$ cat config.mk
export PLATFORM = sky130hd
export DESIGN_NAME = ring_counter_gen_flat
export DESIGN_NICKNAME = d
export VERILOG_FILES = /design/src/rtl/ring_counter_gen_if.sv /design/src/rtl/ring_counter_gen.sv /design/src/flat_wrapper.sv
export SDC_FILE = /design/constraint.sdc
export NUM_CORES = 1
export LEC_CHECK = 0
export BUFFER_PORTS_ARGS = -buffer_cell sky130_fd_sc_hd__buf_4
export CAP_MARGIN = 20
export CORE_AREA = 2 2 39 41
export CTS_BUF_LIST = sky130_fd_sc_hd__clkbuf_4 sky130_fd_sc_hd__clkbuf_8
export DETAILED_ROUTE_END_ITERATION = 8
export DIE_AREA = 0 0 41 43
export PLACE_DENSITY = 0.78
export SYNTH_ARGS = -nofsm -noshare
export SYNTH_HDL_FRONTEND = slang
export SYNTH_SLANG_ARGS = --single-unit
$ cat constraint.sdc
create_clock -name clk -period 1.75 [get_ports clk]
set_input_delay 0.35 -clock clk [delete_from_list [all_inputs] [get_ports clk]]
set_output_delay 0.35 -clock clk [all_outputs]
set_load 0.01 [all_outputs]
$ cat src/rtl/ring_counter_gen_if.sv
// Control/status bundle for ring_counter_gen: step controls, parallel load and counter outputs.
interface ring_counter_gen_if #(
    parameter int unsigned WIDTH = 4
);
    localparam int unsigned CW = $clog2(2 * WIDTH);

    logic             en;
    logic             dir;
    logic             mode;
    logic             load;
    logic [WIDTH-1:0] load_val;
    logic [WIDTH-1:0] out;
    logic [CW-1:0]    step_cnt;
    logic             wrap;
    logic             err;

    // Controller side: drives step/load controls, observes the counter.
    modport master (
        output en, dir, mode, load, load_val,
        input  out, step_cnt, wrap, err
    );

    // Counter side.
    modport slave (
        input  en, dir, mode, load, load_val,
        output out, step_cnt, wrap, err
    );
endinterface

$ cat src/rtl/ring_counter_gen.sv
// ring_counter_gen: WIDTH-bit ring (one-hot) / Johnson shift-sequence counter with direction,
// count enable, parallel load, position index and wrap pulse.
// Optional macro RING_COUNTER_GEN_SELF_CORRECT_EN: illegal states are replaced by the seed
// and flagged on err for one cycle; without it err is tied low and any state rotates as-is.
module ring_counter_gen #(
    parameter int unsigned WIDTH    = 4,
    parameter int unsigned INIT_POS = WIDTH - 1
) (
    input  logic                clk,
    input  logic                rstn,
    ring_counter_gen_if.slave   bus
);
    localparam int unsigned      CW        = $clog2(2 * WIDTH);
    localparam logic [WIDTH-1:0] RING_SEED = WIDTH'(1) << INIT_POS;
    localparam logic [CW-1:0]    RING_LAST = CW'(WIDTH - 1);
    localparam logic [CW-1:0]    JOHN_LAST = CW'(2 * WIDTH - 1);

    logic [WIDTH-1:0] out_q, out_d;
    logic [CW-1:0]    cnt_q, cnt_d;
    logic             wrap_q, wrap_d;
    logic             mode_q, mode_d;
    logic [CW-1:0]    last_pos;

    // Ring mode starts from a single set bit, Johnson mode from all zeros.
    function automatic logic [WIDTH-1:0] seed(input logic m);
        return m ? '0 : RING_SEED;
    endfunction

    assign last_pos = mode_q ? JOHN_LAST : RING_LAST;

`ifdef RING_COUNTER_GEN_SELF_CORRECT_EN
    logic             err_q, err_d;
    logic             illegal;
    logic [WIDTH-2:0] trans;

    // Legality: one-hot in ring mode, at most one adjacent-bit transition in Johnson mode.
    always_comb begin
        trans   = out_q[WIDTH-2:0] ^ out_q[WIDTH-1:1];
        illegal = 1'b0;
        if (mode_q) illegal = ($countones(trans) > 1);
        else        illegal = ($countones(out_q) != 1);
    end
`endif

    // Next-state: mode change > load > (self-correct) > step > hold.
    always_comb begin
        out_d  = out_q;
        cnt_d  = cnt_q;
        wrap_d = 1'b0;
        mode_d = mode_q;
`ifdef RING_COUNTER_GEN_SELF_CORRECT_EN
        err_d  = 1'b0;
`endif
        if (bus.mode != mode_q) begin
            out_d  = seed(bus.mode);
            cnt_d  = '0;
            mode_d = bus.mode;
        end else if (bus.load) begin
            out_d = bus.load_val;
            cnt_d = '0;
`ifdef RING_COUNTER_GEN_SELF_CORRECT_EN
        end else if (illegal) begin
            out_d = seed(mode_q);
            cnt_d = '0;
            err_d = 1'b1;
`endif
        end else if (bus.en) begin
            if (bus.dir) begin
                out_d  = {out_q[WIDTH-2:0], out_q[WIDTH-1] ^ mode_q};
                cnt_d  = (cnt_q == '0) ? last_pos : cnt_q - CW'(1);
                wrap_d = (cnt_q == CW'(1));
            end else begin
                out_d  = {out_q[0] ^ mode_q, out_q[WIDTH-1:1]};
                cnt_d  = (cnt_q == last_pos) ? '0 : cnt_q + CW'(1);
                wrap_d = (cnt_q == last_pos);
            end
        end
    end

    // State register with synchronous active-low reset; reset seed follows the sampled mode.
    always_ff @(posedge clk) begin
        if (!rstn) begin
            out_q  <= seed(bus.mode);
            cnt_q  <= '0;
            wrap_q <= 1'b0;
            mode_q <= bus.mode;
        end else begin
            out_q  <= out_d;
            cnt_q  <= cnt_d;
            wrap_q <= wrap_d;
            mode_q <= mode_d;
        end
    end

`ifdef RING_COUNTER_GEN_SELF_CORRECT_EN
    // Illegal-state flag register.
    always_ff @(posedge clk) begin
        if (!rstn) err_q <= 1'b0;
        else       err_q <= err_d;
    end
    assign bus.err = err_q;
`else
    assign bus.err = 1'b0;
`endif

    assign bus.out      = out_q;
    assign bus.step_cnt = cnt_q;
    assign bus.wrap     = wrap_q;
endmodule

$ cat src/flat_wrapper.sv
// flat-port wrapper written by rule: the top's interface ports become plain ports
module ring_counter_gen_flat 
#(
    parameter int unsigned WIDTH    = 4,
    parameter int unsigned INIT_POS = WIDTH - 1
)
  (clk, rstn, bus_en, bus_dir, bus_mode, bus_load, bus_load_val, bus_out, bus_step_cnt, bus_wrap, bus_err);
  ring_counter_gen_if #(.WIDTH(WIDTH)) bus_i ();
  input  logic clk;
  input  logic rstn;
  input wire logic [$bits(bus_i.en)-1:0] bus_en;
  input wire logic [$bits(bus_i.dir)-1:0] bus_dir;
  input wire logic [$bits(bus_i.mode)-1:0] bus_mode;
  input wire logic [$bits(bus_i.load)-1:0] bus_load;
  input wire logic [$bits(bus_i.load_val)-1:0] bus_load_val;
  output wire logic [$bits(bus_i.out)-1:0] bus_out;
  output wire logic [$bits(bus_i.step_cnt)-1:0] bus_step_cnt;
  output wire logic [$bits(bus_i.wrap)-1:0] bus_wrap;
  output wire logic [$bits(bus_i.err)-1:0] bus_err;
  assign bus_i.en = bus_en;
  assign bus_i.dir = bus_dir;
  assign bus_i.mode = bus_mode;
  assign bus_i.load = bus_load;
  assign bus_i.load_val = bus_load_val;
  assign bus_out = bus_i.out;
  assign bus_step_cnt = bus_i.step_cnt;
  assign bus_wrap = bus_i.wrap;
  assign bus_err = bus_i.err;
  ring_counter_gen #(.WIDTH(WIDTH), .INIT_POS(INIT_POS)) u_core (.clk(clk), .rstn(rstn), .bus(bus_i));
endmodule
==> results of run 1 <==
-- synthesized netlist by cell type, types with 2 or more instances --
cell	count
inv_1	4
ha_1	4
dfxtp_1	4
a21oi_1	6
a22oi_1	2
edfxtp_1	5
a21boi_0	2
o22ai_1	2
mux2i_1	4
nand2_1	3
nand2b_1	4
buf_6	2
nor2_1	9
-- sequential cells by signal, summed over array words and instances (netlist names) --
register	flops
u_core.bus.step_cnt	3
u_core.mode_q	1
u_core.bus.wrap	1
u_core.bus.out	4
-- cell families after synthesis --
kind of cell               after synthesis  synth area share [%]
AOI/OAI and AO/OA                       17                  18.4
xor gates and xnor gates                 3                  5.27
adders and majority gates                4                  7.81
buffers and inverters                    8                  7.81
DFF                                      9                  35.9
muxes                                    4                  6.25
other                                    1                 0.585
and+or+nand+nor                         23                  18.0
-- critical path, cell delays in order, from the launching register on --
cell	delay, ps
edfxtp_1	510
xnor2_2	210
nand2_2	120
or3_1	400
-- final cells by class --
| type | count | area (sq um) | area share (%) |
|---|---|---|---|
| Tap cell | 16 | 20.0 | 2.53 |
| Timing Repair Buffer | 18 | 135 | 17.1 |
| Sequential cell | 9 | 230 | 29.1 |
| Clock buffer | 4 | 30.0 | 3.80 |
| Multi-Input combinational cell | 52 | 360 | 45.6 |
| Inverter | 4 | 15.0 | 1.90 |
-- worst max-delay path by stage --
| stage | startpoint | slack (ps) | to |
|---|---|---|---|
| floorplan | u_core.mode_q | 350 | u_core.bus.out[0] |
| global placement | u_core.mode_q | 300 | u_core.bus.out[2] |
| detailed placement | u_core.mode_q | 260 | u_core.bus.out[1] |
| CTS | u_core.mode_q | 250 | u_core.bus.out[2] |
| global route | u_core.mode_q | 180 | u_core.bus.out[0] |
| finish | u_core.mode_q | 250 | u_core.bus.out[2] |
-- routing by layer --
| metal | track usage, % | vias up |
|---|---|---|
| li1 | - | 278 |
| met1 | 21.7 | 243 |
| met2 | 21.6 | 6 |
| met3 | 6.28 | 0 |
| met4 | 6.00 | 0 |
| met5 | 0 | - |
-- per-stage QoR --
stage / worst slack (ps) / hold slack [ps] / power [uW] / utilization, %
CTS: 246 / 315 / 552 / 57.1
global route: 181 / 296 / 583 / 57.1
detailed placement: 263 / 505 / 384 / 55.0
global placement: 302 / 495 / 384 / 55.0
floorplan: 351 / 449 / 340 / -
finish: 250 / 323 / 545 / 57.1
-- power breakdown --
part           switching, uW  internal (uW)  leakage (uW)
clock network           62.5            103     0.0000184
registers               16.8            239     0.0000889
logic                   57.5           66.2      0.000262
total                    137            408      0.000370
==> results.cfg, run 1 <==
[worst_setup_path]
reg2reg_setup_slack_ps = 250
r2r-start = u_core.mode_q
arrival_ps = 1490
critical_path_class = register to register
crit_path_end_kind = register
worstPathMaxFanout = 7
cp.required_ps = 1740
ff2ff_path_depth = 3
crit_path_start_kind = register
r2r-end = u_core.bus.out[2]

[timing]
tns_ps = 0
final-max-slew-violation-count = 0
period_share_pct = 85.7
setup_viol = 0
hold_viol = 0
max_freq_mhz = 667
clock_skew_ps = 1.36
period_needed_ps = 1500
rsz0062_at_grt = false

[drt]
drc = 0
via_count = 527
met2WireLength_microns = 522
wl_per_cell_microns = 11.1
highest_layer = met3
postRouteAntennaNets = 0
wl_microns = 1140
firstDrtPassIters = 2
wl_met3_microns = 30
viasPerCell = 5.12
m1WireLength_microns = 591
drt_iter0_markers = 7

[cts]
root_buffer = clkbuf_4
post_cts_buffers = 0
cts.sinks = 9
htreeDepth = 1
insertion_delay_ps = 250
cts_buffer_depth = 2
cts_resized = 0
clkTransAtPathRegs_ps = 60
numCtsBuffers = 3
tritoncts = built
hold_buffers = 0

[hold_path]
hp-start = bus_mode
hold_path.class = input pin to register
min_to = u_core.mode_q
holdPathStages = 1

[final_layout]
drive_gt1_share_pct = 28.7
antenna_cells = 0
final_common_cell = buf_4
design_area_sq_um = 791
area_growth_pct = 23.4
final_cells = 103
nNetsFinal = 102
num-fill-cells = 129
mostFrequentLayoutCells = buf_4 (18), nor2_1 (9), a21oi_1 (6)

[yosys]
syn_inst = 69
syn-num-nets = 83
syn_area_per_cell_sq_um = 9.28
synth-async-reset-ratio_pct = 0
synth-edff-count = 5
netlist_area_sq_um = 641
synth_top_area_share_pct = 23.4
ys_ff_latch = 9
yosysTopAreaCell = edfxtp_1
synth.distinct_cells = 31
synth_warnings = 0
yosys_most_used_dff = edfxtp_1
synth-seq-area-share_pct = 35.9
synth_area_leaders = edfxtp_1 (23%), dfxtp_1 (13%), ha_1 (7.8%)

[global_routing]
grt_start_max_net_pins = 13
grt_pass1_wl_microns = 1840
overflow = 0
grt_pass1_vias = 455
antenna_found_initial = 0
gr-usage-all-layers_pct = 15.7

[pwr]
p_per_area_mw_per_mm2 = 689
peakVddDrop_v = 0.000405
leakagePower_uw = 0.000370

[floorplanning]
pin_count = 19
die-area_sq_mm = 0.00176
std_cell_rows = 14
core-area_sq_mm = 0.00138
start_util_pct = 46.3
die_w_microns = 41
die_h_microns = 43

[place]
port_buffers = 17
routabilityCongestion = 0.757
placed_area_sq_um = 761
hpwl_microns = 920
dp_cells = 99

[flow_run]
maxCapViolations = 0

[status]
outcome = complete, no violations
Note: power is estimated with default switching activity, not from simulation.
==> run 2: changes to the inputs <==
ABC_AREA = 1   (was unset)
PLACE_DENSITY = 0.8   (was 0.78)
==> run 2 against run 1 <==
Against the previous run:
- worst setup slack improved by 200 ps
- sequential power shrank 2%
- register-to-register slack gained 200 ps
- via count is 28% higher
- largest power group unchanged
==> results.cfg, run 2 <==
[yosys]
synth-edff-count = 5
yosys_most_used_dff = edfxtp_1
netlist_area_sq_um = 661
syn_inst = 98
synth.distinct_cells = 20
synth_top_area_share_pct = 22.7
synth-async-reset-ratio_pct = 0
yosysTopAreaCell = edfxtp_1
synth-seq-area-share_pct = 34.8
synth_area_leaders = edfxtp_1 (23%), nand2_1 (21%), dfxtp_1 (12%)
synth_most_common_cell = nand2_1
yosys-top-cells-count = nand2_1 (37), inv_1 (12), nand3_1 (8)
ys_ff_latch = 9
synth_warnings = 0
syn_area_per_cell_sq_um = 6.74
syn-num-nets = 112

[timing]
clock_skew_ps = 8.46
setup_viol = 0
period_share_pct = 74.3
max_freq_mhz = 769
tns_ps = 0
period_needed_ps = 1300
rsz0062_at_grt = false
hold_viol = 0
final-max-slew-violation-count = 0

[drt]
wl_per_cell_microns = 10.5
drc = 0
wl_microns = 1390
firstDrtPassIters = 5
postRouteAntennaNets = 0
viasPerCell = 5.08
via_count = 676
drt_iter0_markers = 9

[global_routing]
overflow = 0
grtUsageMet3_pct = 3.14
antenna_found_initial = 0
grt-busiest-layer = met2
grt_pass1_vias = 547
gr-usage-all-layers_pct = 17.2
grt_start_max_net_pins = 10
met1_usage_pct = 21.4
grtUsageMet2_pct = 28.4
grt_pass1_wl_microns = 2070

[cts]
insertion_delay_ps = 270
cts_resized = 0
post_cts_buffers = 0
hold_buffers = 0
clkTransAtPathRegs_ps = 70
cts.sinks = 9
tritoncts = built
cts_buffer_depth = 2
numCtsBuffers = 3
root_buffer = clkbuf_4
htreeDepth = 1

[floorplanning]
die_h_microns = 43
core-area_sq_mm = 0.00138
die_w_microns = 41
pin_count = 19
die-area_sq_mm = 0.00176
start_util_pct = 47.7
std_cell_rows = 14

[final_layout]
final_common_cell = nand2_1
nNetsFinal = 132
mostFrequentLayoutCells = nand2_1 (37), buf_4 (17), inv_1 (12)
largest_reg_flops = 4
multi_input_area_sq_um = 362
drive_gt1_share_pct = 24.8
antenna_cells = 0
num-fill-cells = 146
seq_area_sq_um = 230
area_growth_pct = 24.6

[pwr]
peakVddDrop_v = 0.000343
p_int_uw = 378
power_uw = 542
power.switching_uw = 165
p_per_area_mw_per_mm2 = 659
leakagePower_uw = 0.000440
seq_power_share_pct = 46.3
power_frac_comb_pct = 23.5
pwr-share-clk_pct = 30.3
swShare_pct = 30.4

[worst_setup_path]
cp.required_ps = 1960
critical_path_class = register to register
worstPathMaxFanout = 6
ff2ff_path_depth = 7
crit_path_end_kind = register
arrival_ps = 1510
crit_path_start_kind = register
r2r-end = u_core.bus.step_cnt[1]
startpoint = u_core.bus.step_cnt[0]
reg2reg_setup_slack_ps = 450
crit_path_end = u_core.bus.step_cnt[1]
r2r-start = u_core.bus.step_cnt[0]

[place]
hpwl_microns = 1120
routabilityCongestion = 0.764
port_buffers = 17

[hold_path]
hold_path.class = input pin to register

[flow_run]
maxCapViolations = 0

[status]
outcome = complete, no violations
run 2: cells by family (layout without fill, tap and decap cells):
group                      count (synthesis)  after routing  share of synthesized area, %
DFF                                        9              9                          34.8
adders and majority gates                  4              4                          7.58
buffers and inverters                     17             36                          10.4
and+or+nand+nor                           54             54                          34.1
AOI/OAI and AO/OA                         13             13                          12.5
other                                      1              1                         0.568
run 2: power by group through the flow:
stage               Clock, uW  Combinational, uW  Sequential [uW]
floorplan                   0               74.4              259
global placement            0                126              254
detailed placement          0                127              255
CTS                       167                128              251
global route              176                143              252
finish                    164                127              251
run 2: critical path, stage by stage (launching register included):
cell     delay (ps)
dfxtp_1         440
inv_1           100
ha_1            310
nand2_1          70
inv_1            30
o21ai_0         140
nand2_1          80
o21ai_2          60
run 2: metal layers:
metal | vias to the layer above | share of wire [%]
met3 | 2 | 5.2
met5 | - | 0
met4 | 0 | 1.2
li1 | 347 | -
met2 | 22 | 49
met1 | 305 | 45
run 2: how the worst min path moves through the flow:
stage	from	endpoint	depth (start not counted)
4_1_cts	bus_mode	u_core.mode_q	1
3_5_place_dp	u_core.bus.step_cnt[2]	u_core.bus.step_cnt[2]	2
6_report	bus_mode	u_core.mode_q	1
2_1_floorplan	bus_mode	u_core.mode_q	0
5_1_grt	bus_mode	u_core.mode_q	1
3_3_place_gp	u_core.bus.step_cnt[2]	u_core.bus.step_cnt[2]	2
run 2: final cells by class:
type / instances / area share [%]
Tap cell: 16 / 2.43
Timing Repair Buffer: 17 / 15.5
Clock buffer: 3 / 2.74
Multi-Input combinational cell: 72 / 43.9
Clock inverter: 1 / 0.608
Sequential cell: 9 / 28.0
Inverter: 15 / 6.84
run 2: through the flow:
step / util (%) / instances / hold WS, ps / worst slack, ps / area (sq um)
after floorplan: - / 98 / 449 / 532 / 661
after global placement: 57.5 / 129 / 539 / 500 / 796
after detailed placement: 57.5 / 129 / 544 / 475 / 796
after CTS: 59.5 / 133 / 302 / 451 / 823
after global routing: 59.5 / 133 / 292 / 287 / 823
final: 59.5 / 133 / 301 / 450 / 823
